==> config.mk <==
export PLATFORM = sky130hd
export DESIGN_NAME = count_reporter
export DESIGN_NICKNAME = d
export VERILOG_FILES = /design/src/rtl/count_reporter.sv
export SDC_FILE = /design/constraint.sdc
export NUM_CORES = 1
export LEC_CHECK = 0
export ABC_AREA = 1
export BUFFER_PORTS_ARGS = -buffer_cell sky130_fd_sc_hd__buf_4
export CAP_MARGIN = 20
export CORE_MARGIN = 3
export CORE_UTILIZATION = 40
export CTS_CLUSTER_SIZE = 20
export DETAILED_ROUTE_END_ITERATION = 10
export PLACE_DENSITY_LB_ADDON = 0.2
export SLEW_MARGIN = 25
export SYNTH_ARGS = -nofsm -noshare
export SYNTH_HDL_FRONTEND = slang
export SYNTH_SLANG_ARGS = --single-unit
==> constraint.sdc <==
create_clock -name Clk -period 2.35 [get_ports Clk]
set_input_delay 0 -clock Clk [delete_from_list [all_inputs] [get_ports Clk]]
set_output_delay 0 -clock Clk [all_outputs]
set_load 0.005 [all_outputs]
==> src/rtl/count_reporter.sv <==
`timescale 1ns/1ps
`default_nettype none
// count_reporter: snapshots two 64-bit counts on Sample and streams {header, delta0, delta1} as 16-bit beats.
// Optional macro REPORTER_CHECKSUM_EN appends an XOR checksum beat.  Rev 1.0
module count_reporter #(
  parameter logic [7:0] HDR_TAG = 8'hA5
) (
  input  logic        Clk,
  input  logic        Reset_n,
  input  logic [63:0] Count0,
  input  logic [63:0] Count1,
  input  logic        Sample,
  output logic [15:0] Dout,
  output logic        Dvalid,
  input  logic        Dready,
  output logic        Dlast,
  output logic        Busy,
  output logic        Overrun
);

  typedef enum logic [2:0] {
    S_IDLE = 3'd0,
    S_HEAD = 3'd1,
    S_C0   = 3'd2,
    S_C1   = 3'd3,
    S_CK   = 3'd4
  } state_t;

  state_t      state_q, state_d;
  logic [1:0]  idx_q, idx_d;
  logic [7:0]  seq_q, seq_d;
  logic        pending_q, pending_d;
  logic        overrun_q, overrun_d;
  logic [63:0] prev0_q, prev1_q;
  logic [63:0] delta0_q, delta1_q;

  logic        hs;
  logic        last_beat;
  logic        last_hs;
  logic        capture;

`ifdef REPORTER_CHECKSUM_EN
  function automatic logic [15:0] fold16(input logic [63:0] v);
    return v[63:48] ^ v[47:32] ^ v[31:16] ^ v[15:0];
  endfunction
`endif

  always_comb begin
    state_d   = state_q;
    idx_d     = idx_q;
    seq_d     = seq_q;
    pending_d = pending_q;
    overrun_d = overrun_q;
    capture   = 1'b0;
    last_beat = 1'b0;
    Dout      = 16'h0000;
    Busy      = (state_q != S_IDLE);
    Dvalid    = Busy;

    // Beat index 0 selects the most significant halfword.
    case (state_q)
      S_HEAD: Dout = {HDR_TAG, seq_q};
      S_C0:   Dout = 16'(delta0_q >> {~idx_q, 4'b0000});
      S_C1: begin
        Dout = 16'(delta1_q >> {~idx_q, 4'b0000});
`ifndef REPORTER_CHECKSUM_EN
        last_beat = (idx_q == 2'd3);
`endif
      end
`ifdef REPORTER_CHECKSUM_EN
      S_CK: begin
        Dout      = {HDR_TAG, seq_q} ^ fold16(delta0_q) ^ fold16(delta1_q);
        last_beat = 1'b1;
      end
`endif
      default: ;
    endcase

    Dlast   = last_beat;
    hs      = Dvalid && Dready;
    last_hs = hs && last_beat;

    if (Busy && !last_hs && Sample) begin
      if (pending_q) overrun_d = 1'b1;
      else           pending_d = 1'b1;
    end

    // A request landing on the last-beat edge re-arms pending while the queued one starts.
    if (last_hs) begin
      seq_d     = seq_q + 8'd1;
      capture   = pending_q || Sample;
      pending_d = pending_q && Sample;
    end
    if (state_q == S_IDLE && Sample) capture = 1'b1;

    case (state_q)
      S_IDLE: if (Sample) state_d = S_HEAD;
      S_HEAD: if (hs) begin
        state_d = S_C0;
        idx_d   = 2'd0;
      end
      S_C0: if (hs) begin
        idx_d = idx_q + 2'd1;
        if (idx_q == 2'd3) state_d = S_C1;
      end
      S_C1: if (hs) begin
        idx_d = idx_q + 2'd1;
`ifdef REPORTER_CHECKSUM_EN
        if (idx_q == 2'd3) state_d = S_CK;
`else
        if (idx_q == 2'd3) state_d = capture ? S_HEAD : S_IDLE;
`endif
      end
`ifdef REPORTER_CHECKSUM_EN
      S_CK: if (hs) state_d = capture ? S_HEAD : S_IDLE;
`endif
      default: state_d = S_IDLE;
    endcase
  end

  always_ff @(posedge Clk or negedge Reset_n) begin
    if (!Reset_n) begin
      state_q   <= S_IDLE;
      idx_q     <= 2'd0;
      seq_q     <= 8'd0;
      pending_q <= 1'b0;
      overrun_q <= 1'b0;
      prev0_q   <= 64'd0;
      prev1_q   <= 64'd0;
      delta0_q  <= 64'd0;
      delta1_q  <= 64'd0;
    end else begin
      state_q   <= state_d;
      idx_q     <= idx_d;
      seq_q     <= seq_d;
      pending_q <= pending_d;
      overrun_q <= overrun_d;
      if (capture) begin
        prev0_q  <= Count0;
        prev1_q  <= Count1;
        delta0_q <= Count0 - prev0_q;
        delta1_q <= Count1 - prev1_q;
      end
    end
  end

  assign Overrun = overrun_q;

endmodule
`default_nettype wire

==> impl_metrics.json <==
{
  "leakage_nw": 16.59,
  "clockBufferDepth": 3,
  "critPathRequiredTime_ns": 2.35,
  "slew_headroom_pct": 58.05,
  "cts_htree_levels": 2,
  "irDropWorstVdd_uv": 671.6,
  "stdcell_count": 5085,
  "tightest_slew_ns": 0.6293,
  "setup_violations": 1,
  "violations": "hold timing, setup timing",
  "insertion_delay_ns": 0.56,
  "fin_area_um2": 29270,
  "rsz0062_at_grt": "yes",
  "status": "finished with violations",
  "die_area_um2": 60650,
  "netlist_instances": 3911,
  "met2_length_um": 36860,
  "drc_errors": 0,
  "initial_utilization_pct": 40.72,
  "met1Wirelength_um": 35870,
  "routed_via_density": 4.795,
  "synth.ff_latch_count": 270,
  "hold_ws_ns": -0.01982,
  "finalCritPeriodShare_pct": 100.2,
  "final_util_pct": 51.61,
  "hold_viol_final": 7,
  "row_count": 87,
  "final.setup_skew_ns": 0.01997,
  "endpoint_kind": "primary output",
  "drt_iter0_drc": 1898,
  "worst_slack_ns": -0.004132,
  "fin_nets": 4570,
  "synth_edf_count": 0,
  "cts_root_buffer": "clkbuf_16",
  "tns_ns": -0.004132,
  "seq_area_frac_synth_pct": 29.26,
  "cts_tree": "built",
  "arrival_ns": 2.35,
  "critPathKind": "flip-flop to primary output",
  "cts_sinks": 270,
  "min_period_ns": 2.354,
  "grt_pass1_wl_um": 125200,
  "global_route.usage.total_pct": 26.11,
  "clk_pin_slew_ns": 0.06,
  "netlist_area_um2": 23090,
  "yosys_warnings": 0,
  "p_per_area_nw_per_um2": 1341,
  "hpwl_um": 63680,
  "num_vias": 24380,
  "grt_pass1_vias": 22980,
  "port_buffers": 151,
  "grt_max_degree": 104,
  "ys_types": 39,
  "cts_buffers": 36,
  "diodes": 0,
  "fp.coreArea_um2": 56710,
  "start_kind": "flip-flop",
  "met3_length_um": 4290,
  "syn_to_final_growth_pct": 26.76,
  "wl_per_cell_um": 15.67,
  "fillers": 5852,
  "syn_nets": 4177,
  "drt-total-wl_um": 79670,
  "die_h_um": 246.3,
  "dp.cells": 4873,
  "first_pass_iters": 6,
  "syn_area_per_cell_um2": 5.904,
  "hold_path.class": "input port to async pin",
  "fmax_mhz": 424.8,
  "drive_gt1_share_pct": 12.91,
  "place_area_um2": 25920,
  "ys_async_sr_fraction_pct": 100.0,
  "synth-main-ff-cell": "dfrtp_1",
  "io_pins": 152,
  "routed.top_layer": "met4",
  "maxCapViolCount": 0,
  "worstPathMaxFanout": 9,
  "drv_slew": 0,
  "place_congestion": 0.9676,
  "ant_nets": 0,
  "antenna_found_initial": 0,
  "overflow": 0,
  "die_w_um": 246.3
}
critical path, cell delays in order, from the launching register on:
cell and delay, ns:
dfrtp_2 0.43, ha_4 0.21, buf_12 0.15, buf_4 0.14
o21ai_0 0.32, o221ai_1 0.21, nand3_2 0.15, a21oi_2 0.07
buf_4 0.13
cells by family after synthesis:
| kind of cell | after synthesis | share of synthesized area (%) |
|---|---|---|
| simple gates | 2193 | 37.99 |
| fa+ha+maj | 134 | 7.326 |
| flops | 270 | 29.26 |
| compound gates | 413 | 9.466 |
| buf+inv | 879 | 15.12 |
| xor+xnor | 21 | 0.7965 |
| mux | 1 | 0.04876 |
state kept, by name, indices dropped and copies added (netlist names):
register and flops:
delta0_q 64, delta1_q 64, prev0_q 64, prev1_q 64, seq_q 8, idx_q 2, state_q 2, Overrun 1
pending_q 1
cell type report:
cell class,count,area [um^2],area share [%]
Tap cell,756,945.9,3.232
Sequential cell,270,6759,23.09
Inverter,798,3013,10.29
Clock inverter,15,171.4,0.5856
Clock buffer,48,1067,3.646
Timing Repair Buffer,436,3908,13.35
Multi-Input combinational cell,2762,13410,45.80
routing by layer:
layer | global-route usage [%] | up-vias
li1 | - | 12660
met1 | 34.82 | 10960
met2 | 43.98 | 633
met3 | 2.971 | 132
met4 | 8.736 | 0
met5 | 0 | -
path summary, 6_finish.rpt:
| check | start | end | slack [ns] | depth (start not counted) |
|---|---|---|---|---|
| min in group Clk | Count1[40] | prev1_q[40]$_DFFE_PN0N_ | 0.20 | 4 |
| min | Reset_n | prev1_q[30]$_DFFE_PN0N_ | -0.02 | 2 |
| max | state_q[0]$_DFFE_PN0P_ | Dout[5] | -0.004 | 8 |
| max reg2reg | state_q[1]$_DFFE_PN0P_ | pending_q$_DFFE_PN0P_ | 0.09 | 11 |
| min reg2reg | Overrun$_DFFE_PN0P_ | Overrun$_DFFE_PN0P_ | 0.46 | 1 |
| max in group asynchronous | Reset_n | state_q[0]$_DFFE_PN0P_ | 1.45 | 3 |
report_power, final:
| group | switching (mW) | internal [mW] | leakage, nW | total, mW |
|---|---|---|---|---|
| clock | 2.26 | 3.52 | 0.604 | 5.78 |
| combinational | 16.1 | 9.38 | 12.7 | 25.5 |
| sequential | 1.17 | 6.84 | 3.33 | 8.01 |
repair_timing:
| item | CTS | global route |
|---|---|---|
| endpoints found under the setup margin | 17 | 88 |
| hold endpoints to repair | 389 | 0 |
| gates resized for setup | 31 | 146 |
| hold buffers | 132 | 0 |
| setup buffers | 4 | 10 |
| pin swaps | 7 | 15 |
| cloned | 1 | 2 |
cell usage after synthesis, types with 12 or more instances:
| library cell | instances | share of area [%] |
|---|---|---|
| o21ai_0 | 223 | 4.8 |
| buf_2 | 18 | 0.39 |
| inv_1 | 794 | 13 |
| nand2_1 | 1584 | 26 |
| buf_6 | 21 | 1.0 |
| o221ai_1 | 12 | 0.46 |
| nor3_1 | 29 | 0.63 |
| o21ai_1 | 19 | 0.41 |
| nor2_1 | 284 | 4.6 |
| ha_1 | 132 | 7.2 |
| xnor2_1 | 15 | 0.57 |
| nand3b_1 | 13 | 0.42 |
| nand3_1 | 212 | 4.6 |
| clkbuf_1 | 38 | 0.62 |
| or2_2 | 36 | 0.98 |
| a21oi_1 | 134 | 2.9 |
| nand4_1 | 22 | 0.60 |
| dfrtp_1 | 270 | 29 |
placed cells by master, fill, tap and decap left out, drive strengths merged, types with 10 or more instances in the layout:
| cell type | instances |
|---|---|
| buf | 302 |
| nand4 | 22 |
| dlygate4sd3 | 132 |
| dfrtp | 270 |
| o21ai | 243 |
| nor2 | 285 |
| a21oi | 134 |
| nand3b | 13 |
| ha | 132 |
| o221ai | 12 |
| o211ai | 10 |
| nand2 | 1588 |
| nand3 | 212 |
| clkbuf | 50 |
| xnor2 | 15 |
| inv | 797 |
| nor3 | 31 |
| or2 | 36 |
per-stage QoR:
step	power [mW]	setup WS (ns)	hold WS, ns
2_1_floorplan	23.22	0.3118	-0.2956
3_3_place_gp	31.46	0.03718	0.01858
3_5_place_dp	31.64	0.008479	0.01708
4_1_cts	38.26	-0.01140	0.02187
5_1_grt	42.88	-0.05539	0.05320
6_report	39.25	-0.004132	-0.01982
Note: power is estimated with default switching activity, not from simulation.
